<file path="src/rtl/ce_cadence_monitor_pkg.sv">
// ce_cadence_monitor_pkg: shared state encoding, phase width and strobe bit positions for the cadence monitor.
package ce_cadence_monitor_pkg;
  typedef enum logic [1:0] {
    SEARCH = 2'd0,
    VERIFY = 2'd1,
    LOCKED = 2'd2
  } state_e;
  localparam int PHASE_W = 6;
  localparam int NUM_STROBES = 7;
  localparam logic [PHASE_W-1:0] SYNC_PHASE = 6'd32;
  localparam int IDX_CE12 = 0;
  localparam int IDX_CE6 = 1;
  localparam int IDX_CE6X = 2;
  localparam int IDX_CE3 = 3;
  localparam int IDX_VIDEO_SLICE = 4;
  localparam int IDX_PIPE_AB = 5;
  localparam int IDX_CE1M5 = 6;
endpackage

</file>
<file path="src/rtl/ce_cadence_decode.sv">
// ce_cadence_decode: maps the generator phase to the seven expected strobes and flags the last phase of a frame.
module ce_cadence_decode
  import ce_cadence_monitor_pkg::*;
(
  input  logic [PHASE_W-1:0]     phase,
  output logic [NUM_STROBES-1:0] strobes,
  output logic                   frame_end
);
  always_comb begin
    strobes = '0;
    strobes[IDX_CE12] = phase[0];
    strobes[IDX_CE6] = phase[1] & phase[0];
    strobes[IDX_CE6X] = phase[1] & ~phase[0];
    strobes[IDX_CE3] = phase[2] & phase[1] & ~phase[0];
    strobes[IDX_VIDEO_SLICE] = ~phase[2];
    strobes[IDX_PIPE_AB] = phase[5];
    strobes[IDX_CE1M5] = ~phase[3] & phase[2] & phase[1] & ~phase[0];
    frame_end = &phase;
  end
endmodule

</file>
<file path="src/rtl/ce_cadence_monitor.sv">
// ce_cadence_monitor: recovers the clock generator phase from pipe_ab, predicts every strobe
// and reports lock state, per-cycle mismatches and a saturating error count.
module ce_cadence_monitor
  import ce_cadence_monitor_pkg::*;
#(
  parameter int LOCK_CYCLES = 128,
  parameter int ERR_LIMIT   = 3,
  parameter int CNT_W       = 8
) (
  input  logic               clk24,
  input  logic               reset_n,
  input  logic               ce12,
  input  logic               ce6,
  input  logic               ce6x,
  input  logic               ce3,
  input  logic               video_slice,
  input  logic               pipe_ab,
  input  logic               ce1m5,
  input  logic               clr_err,
  output logic               locked,
  output logic [5:0]         phase,
  output logic               err_pulse,
  output logic [6:0]         err_mask,
  output logic [CNT_W-1:0]   err_count
);
  localparam int GC_W = $clog2(LOCK_CYCLES + 1);
  localparam int FE_W = $clog2(ERR_LIMIT + 1);

  state_e                 state_q, state_d;
  logic [PHASE_W-1:0]     phase_q, phase_d;
  logic                   pipe_prev_q, pipe_prev_d;
  logic [GC_W-1:0]        good_ctr_q, good_ctr_d;
  logic [FE_W-1:0]        frame_err_q, frame_err_d, fe_inc;
  logic                   locked_q, locked_d;
  logic                   err_pulse_q, err_pulse_d;
  logic [NUM_STROBES-1:0] err_mask_q, err_mask_d;
  logic [CNT_W-1:0]       err_count_q, err_count_d;
  logic [NUM_STROBES-1:0] expected, observed, mism;
  logic                   frame_end;

  ce_cadence_decode u_decode (
    .phase     (phase_q),
    .strobes   (expected),
    .frame_end (frame_end)
  );

  assign observed = {ce1m5, pipe_ab, video_slice, ce3, ce6x, ce6, ce12};
  assign mism = observed ^ expected;
  assign fe_inc = frame_err_q + 1'b1;

  always_comb begin
    state_d = state_q;
    phase_d = phase_q;
    good_ctr_d = good_ctr_q;
    frame_err_d = frame_err_q;
    err_mask_d = '0;
    pipe_prev_d = pipe_ab;
    if (state_q == SEARCH) begin
      if (pipe_ab && !pipe_prev_q) begin
        state_d = VERIFY;
        phase_d = SYNC_PHASE + 6'd1;
        good_ctr_d = '0;
      end
    end else begin
      phase_d = phase_q + 6'd1;
      err_mask_d = mism;
      if (state_q == VERIFY) begin
        if (|mism) state_d = SEARCH;
        else if (good_ctr_q == GC_W'(LOCK_CYCLES - 1)) begin
          state_d = LOCKED;
          frame_err_d = '0;
        end else good_ctr_d = good_ctr_q + 1'b1;
      end else if (|mism && fe_inc == FE_W'(ERR_LIMIT)) begin
        state_d = SEARCH;
        frame_err_d = '0;
      end else frame_err_d = frame_end ? '0 : (|mism ? fe_inc : frame_err_q);
    end
    err_pulse_d = |err_mask_d;
    locked_d = state_d == LOCKED;
    err_count_d = clr_err ? '0 : (err_pulse_d && !(&err_count_q)) ? err_count_q + 1'b1 : err_count_q;
  end

  always_ff @(posedge clk24 or negedge reset_n) begin
    if (!reset_n) begin
      state_q <= SEARCH;
      phase_q <= '0;
      pipe_prev_q <= 1'b0;
      good_ctr_q <= '0;
      frame_err_q <= '0;
      locked_q <= 1'b0;
      err_pulse_q <= 1'b0;
      err_mask_q <= '0;
      err_count_q <= '0;
    end else begin
      state_q <= state_d;
      phase_q <= phase_d;
      pipe_prev_q <= pipe_prev_d;
      good_ctr_q <= good_ctr_d;
      frame_err_q <= frame_err_d;
      locked_q <= locked_d;
      err_pulse_q <= err_pulse_d;
      err_mask_q <= err_mask_d;
      err_count_q <= err_count_d;
    end
  end

  assign locked = locked_q;
  assign phase = phase_q;
  assign err_pulse = err_pulse_q;
  assign err_mask = err_mask_q;
  assign err_count = err_count_q;
endmodule

</file>
<file path="config.mk">
export PLATFORM = sky130hd
export DESIGN_NAME = ce_cadence_monitor
export DESIGN_NICKNAME = d
export VERILOG_FILES = /design/src/rtl/ce_cadence_monitor_pkg.sv /design/src/rtl/ce_cadence_decode.sv /design/src/rtl/ce_cadence_monitor.sv
export SDC_FILE = /design/constraint.sdc
export NUM_CORES = 1
export LEC_CHECK = 0
export CAP_MARGIN = 20
export CORE_MARGIN = 8
export CORE_UTILIZATION = 23
export CTS_CLUSTER_SIZE = 10
export DETAILED_ROUTE_END_ITERATION = 10
export PLACE_DENSITY_LB_ADDON = 0.15
export SYNTH_ARGS = -nofsm -noshare
export SYNTH_HDL_FRONTEND = slang
export SYNTH_SLANG_ARGS = --single-unit
</file>
<file path="constraint.sdc">
create_clock -name clk24 -period 2.2 [get_ports clk24]
set_clock_uncertainty 0.1 [all_clocks]
set_input_delay 0.44 -clock clk24 [delete_from_list [all_inputs] [get_ports clk24]]
set_output_delay 0.44 -clock clk24 [all_outputs]
set_load 0.05 [all_outputs]
</file>
After elaboration in Yosys (flattened, before gate mapping)
Index checks and enable logic that the tools add are counted.

storage, ports and cells
  register bits = 36
  bits of input ports = 10
  output and inout bits = 23
  word-level logic and storage cells = 71

operators by class
  add/sub/neg operators = 4
  eq/ne operators = 9
  mux-type cells = 22
  bitwise logic cells = 12
  reduce and logical (&&, ||, !) cells = 15

operators by type and width
  cell                 number
  $mux 8               7
  $mux 2               12
  $add 8x1->8 const B  2
  $reduce_or 7->1      2
  $mux 6               2
  $eq 8x7->1 const B   1
  $reduce_and 4->1     2
  $reduce_and 8->1     1
  $and 1x1->1          7
  $mux 7               1
  $xor 7x7->7          1
  $add 6x1->6 const B  1
  $ne 2x2->1 const B   3
  $reduce_and 6->1     1
  $eq 2x2->1 const B   2
  $ne 2x1->1 const B   2
  $not 1->1            4
  $reduce_bool 2->1    2
  $reduce_bool 4->1    1
  $logic_and 1x1->1    3
  $add 2x1->2 const B  1
  $eq 2x1->1 const B   1
  $logic_not 1->1      2
  $logic_not 2->1      1

Longest topological paths before layout
  word-level depth = 11
  gate-level depth with buffers = 10
  depth with buffers taken out = 7

By module
From an unflattened synthesis, not the netlist that was laid out.

second synthesis, totals
  cells, all modules = 190
  area, all modules = 1839.3 um2

by module, submodules not included
  module              times used  cells an instance  area each (um2)  sequential area each (um2)
  ce_cadence_monitor  1           180                1770.4           900.9
  ce_cadence_decode   1           10                 68.8             0.0

Least setup slack after synthesis
OpenSTA, ideal clock, no wires.

  kind = register to register
  start point = reg phase_q[0] (netlist: phase[0])
  end point = reg err_count_q[3] (netlist: err_count[3])
  setup time = 0.125 ns
  arrival = 2.305 ns
  data required time = 1.975 ns
  slack = -0.329 ns
  stages on the path, launching flop included = 10
  buffers on the path = 2
  period minus slack after synthesis = 2.529 ns
  path through = dfrtp_1 -> buf_6 -> inv_1 -> ha_1 -> xnor2_1 -> and4_4 -> and3_4 -> buf_6 -> nor4b_1 -> mux2_2

between the ends
  longest elaborated chain between the ends = 7
  elaborated cells on any way between the ends = 10
  those cells by class = mux: 1; bitwise: 6; reduce/logical: 3

RTL lines
  element                                RTL line                                                                   RTL
  start: declaration                     ce_cadence_monitor.sv:30                                                   logic [PHASE_W-1:0] phase_q, phase_d;
  start signal: assignment               ce_cadence_monitor.sv:96                                                   phase_q <= phase_d;
  $not 1->1                              ce_cadence_decode.sv:13, ce_cadence_decode.sv:14, ce_cadence_decode.sv:17
  $and 1x1->1, on equally long branches  ce_cadence_decode.sv:13, ce_cadence_decode.sv:14, ce_cadence_decode.sv:17
  $xor 7x7->7 *                          ce_cadence_monitor.sv:48                                                   assign mism = observed ^ expected;
  $mux 7 *                               ce_cadence_monitor.sv:58                                                   if (state_q == SEARCH) begin
  $reduce_or 7->1 *                      ce_cadence_monitor.sv:78                                                   err_pulse_d = |err_mask_d;
  $logic_and 1x1->1 *                    ce_cadence_monitor.sv:80                                                   err_count_d = clr_err ? '0 : (err_pulse_d && !(&err_count_q)) ? err_count_q + 1'b1 : err_count_q;
  $reduce_bool 2->1 (no line) *          -
  end signal: assignment                 ce_cadence_monitor.sv:103                                                  err_count_q <= err_count_d;
  end: declaration                       ce_cadence_monitor.sv:37                                                   logic [CNT_W-1:0] err_count_q, err_count_d;

Every way passes the cells marked *; elsewhere a longest branch is shown, timed or not.
A chain may end at the register's enable or synchronous reset.

Final worst setup path
  start point = in ce3
  end point = reg good_ctr_q[3]

between the ends
  longest elaborated chain between the ends = 4

RTL lines
  element                     RTL line                  RTL
  start: declaration          ce_cadence_monitor.sv:15  input logic ce3,
  $xor 7x7->7                 ce_cadence_monitor.sv:48
  $reduce_or 7->1             ce_cadence_monitor.sv:68  if (|mism) state_d = SEARCH;
  $ne 2x2->1 (no line)        -
  $reduce_and 4->1 (no line)  -
  end signal: assignment      ce_cadence_monitor.sv:98  good_ctr_q <= good_ctr_d;
  end: declaration            ce_cadence_monitor.sv:32  logic [GC_W-1:0] good_ctr_q, good_ctr_d;

No other way between the ends.

==> flow_summary_export.csv <==
group,metric,value,unit
yosys,synth_common_cells,"dfrtp_1, nand2_1, nand3_1, nor2_1, a21oi_1",
run_status,status,"finished clean",
setup_path,startpoint_type,"input port",
cells_and_area,fin_area,2680,um2
cells_and_area,multi_input_area,1030,um2
cells_and_area,antenna_cells,0,
global_route,grt.met3_usage,2.81,%
timing,slew_violations,0,
clocking,cts_made_buffers,5,
place,io_buffers,32,
timing,min_period_over_period,96.9,%
global_route,grt_pass1_vias,1651,
global_route,antenna_found_initial,0,
yosys,yosysTopAreaCell,"dfrtp_1",
clocking,clk_pin_slew,0.07,ns
setup_path,cp_max_fo,6,
cells_and_area,nNetsFinal,275,
setup_path,cp_data_required_time,2.31,ns
global_route,grt_max_degree,20,
yosys,ys_warn_count,0,
timing,post-route-min-period,2.13,ns
global_route,grt_use_met1,11.0,%
setup_path,crit_type,"input port to register",
clocking,clock-root-buffer,"clkbuf_8",
timing,fin_ws,0.0682,ns
cells_and_area,drive_gt1_share,23.8,%
global_route,met2_usage,14.2,%
drt,wl,5.06,mm
floorplan,rows,33,
timing,whs,0.00419,ns
yosys,netlist_area,1930,um2
place,place_area,2520,um2
floorplan,ios,33,
yosys,ys_types,44,
cells_and_area,final_cells,365,
yosys,synth.avg_cell_area,9.45,um2
pwr,finalPower,0.00168,W
clocking,h-tree-depth,2,
global_route,groute.usage.overall,8.87,%
place,gp_congestion,0.699,
place,dp_hpwl,3.80,mm
setup_path,worstSetupEndpointType,"register",
floorplan,coreArea,8180,um2
worst_hold_path,hold_path.class,"input port to asynchronous set/reset pin",
pwr,leakagePower,1.13,nW
timing,fmax,0.469,GHz
clocking,clockBufferDepth,2,
floorplan,dieArea,11600,um2
cells_and_area,seq_area,903,um2
timing,setup_viol,0,
yosys,synth_area_leaders,"dfrtp_1, nand3_1, nand2_1",
pwr,ir_drop,0.341,mV
floorplan,start_util,23.6,%
yosys,synth_seq_area_share,46.7,%
yosys,synth_most_common_cell,"dfrtp_1",
drt,drc_errors,0,
yosys,yosysTopAreaCellShare,46.7,%
cells_and_area,syn_to_final_growth,39.2,%
global_route,grt_pass1_wl,8.27,mm
floorplan,die_width,108,um
drt,routedWlPerCell,13.9,um
cells_and_area,fillers,859,
drt,first_iter_violations,51,
clocking,worstSkewPairLatency,0.28,ns
drt,vias_per_cell,4.58,
global_route,overflow,0,
timing,tightest_slew,0.536,ns
place,pre_cts_slack,-0.290,ns
drt,antenna_left,0,
yosys,syn_nets,219,
job,drv_cap,0,
yosys,postSynthCellCount,204,
pwr,p_per_area,625,nW/um2
yosys,synth_seq_cells,36,
clocking,ctsHoldBuffers,0,
clocking,cts_tree,"yes",
setup_path,crit_arrival,2.24,ns
global_route,grt.busiest_layer,"met2",
place,placed_cells,355,
drt,first_pass_iters,4,
drt,vias,1673,
yosys,synth_edf_count,0,
floorplan,die_y,108,um
clocking,cts_sinks,36,
timing,max-slew-margin-rel,64.2,%
yosys,async_flop_share,100,%
timing,hold_violations,0,
yosys,synth_top_flop_cell,"dfrtp_1",
worst max-delay path, stage by stage:
cell             delay (ns)
clkdlybuf4s50_1        0.52
nand4b_1               0.16
o22ai_4                0.22
nand4_1                0.13
buf_6                  0.15
or4b_1                 0.49
a21oi_2                0.13
registers in the layout, summed over array words and instances, names as in the netlist:
signal       cells
locked           1
phase            6
err_count        8
pipe_prev_q      1
state_q          2
err_pulse        1
good_ctr_q       8
frame_err_q      2
err_mask         7
cell type report:
type                            count  area share (%)
Sequential cell                    36            33.7
Timing Repair Buffer               59            19.2
Clock inverter                      1           0.186
Inverter                            7            1.07
Multi-Input combinational cell    151            38.3
Tap cell                          105            4.90
Clock buffer                        6            2.70
cells by family after synthesis:
kind of cell               Yosys count  share of synthesized area (%)
AOI/OAI and AO/OA                   41                           13.4
xor gates and xnor gates             8                           3.63
adders and majority gates            5                           3.24
buffers and inverters               17                           4.67
DFF                                 36                           46.7
muxes                                5                           2.73
and+or+nand+nor                     92                           25.6
metal layers:
metal  routed length, um  part of all wire [%]  up-vias
li1                    -                     -      844
met1                2330                    46      793
met2                2390                    47       32
met3                 282                   5.6        4
met4                  58                   1.1        0
met5                   0                     0        -
final timing paths:
| check | slack [ns] | cells after the start | start | to |
|---|---|---|---|---|
| worst max register to register | 0.09 | 7 | phase[0]$_DFFE_PN0P_ | good_ctr_q[3]$_DFFE_PN0P_ |
| max in group asynchronous | 1.45 | 2 | reset_n | locked$_DFF_PN0_ |
| worst max-delay path | 0.07 | 7 | ce3 | good_ctr_q[3]$_DFFE_PN0P_ |
| worst min-delay path | 0.004 | 1 | reset_n | err_count[4]$_DFFE_PN0P_ |
| min in group clk24 | 0.37 | 3 | video_slice | err_mask[4]$_DFF_PN0_ |
| worst min register to register | 0.38 | 1 | good_ctr_q[5]$_DFFE_PN0P_ | good_ctr_q[5]$_DFFE_PN0P_ |
through the flow:
step	utilization, %	setup TNS [ns]
global placement	30.8	-2.18
CTS	31.7	0
finish	32.8	0
detailed placement	30.8	-2.91
floorplan	-	-0.00582
global route	32.8	-0.0165
power breakdown:
part | switching, W | total, W | internal, W | leakage, nW
logic | 0.000272 | 0.000480 | 0.000209 | 0.613
clock network | 0.000224 | 0.000439 | 0.000215 | 0.0410
registers | 0.0000487 | 0.000759 | 0.000710 | 0.480
total | 0.000544 | 0.00168 | 0.00113 | 1.13
timing repair:
action / in CTS / in global routing
setup buffers: 0 / 3
endpoints found under the setup margin: 0 / 5
resized for setup: 0 / 12
endpoints found under the hold margin: 0 / 0
cells in the final DEF (no fill, tap or decap), types with 2 or more instances in the layout:
cell and instances:
or4_1 5, buf_4 31, nand2_1 19, ha_4 2, clkdlybuf4s50_1 23, nor2b_1 5
nor3_1 5, nor2_1 17, ha_1 3, or3_1 5, o31ai_1 5, xnor2_1 4
inv_1 6, dfrtp_2 2, a21oi_1 13, nand4_1 2, o21ai_0 12, dfrtp_1 34
and3_1 2, mux2i_1 3, buf_6 2, clkbuf_8 5, dlymetal6s2s_1 2, xnor2_2 3
mux2_2 2, and4_1 3, nand3_1 17
(Power assumes the default switching activity.)
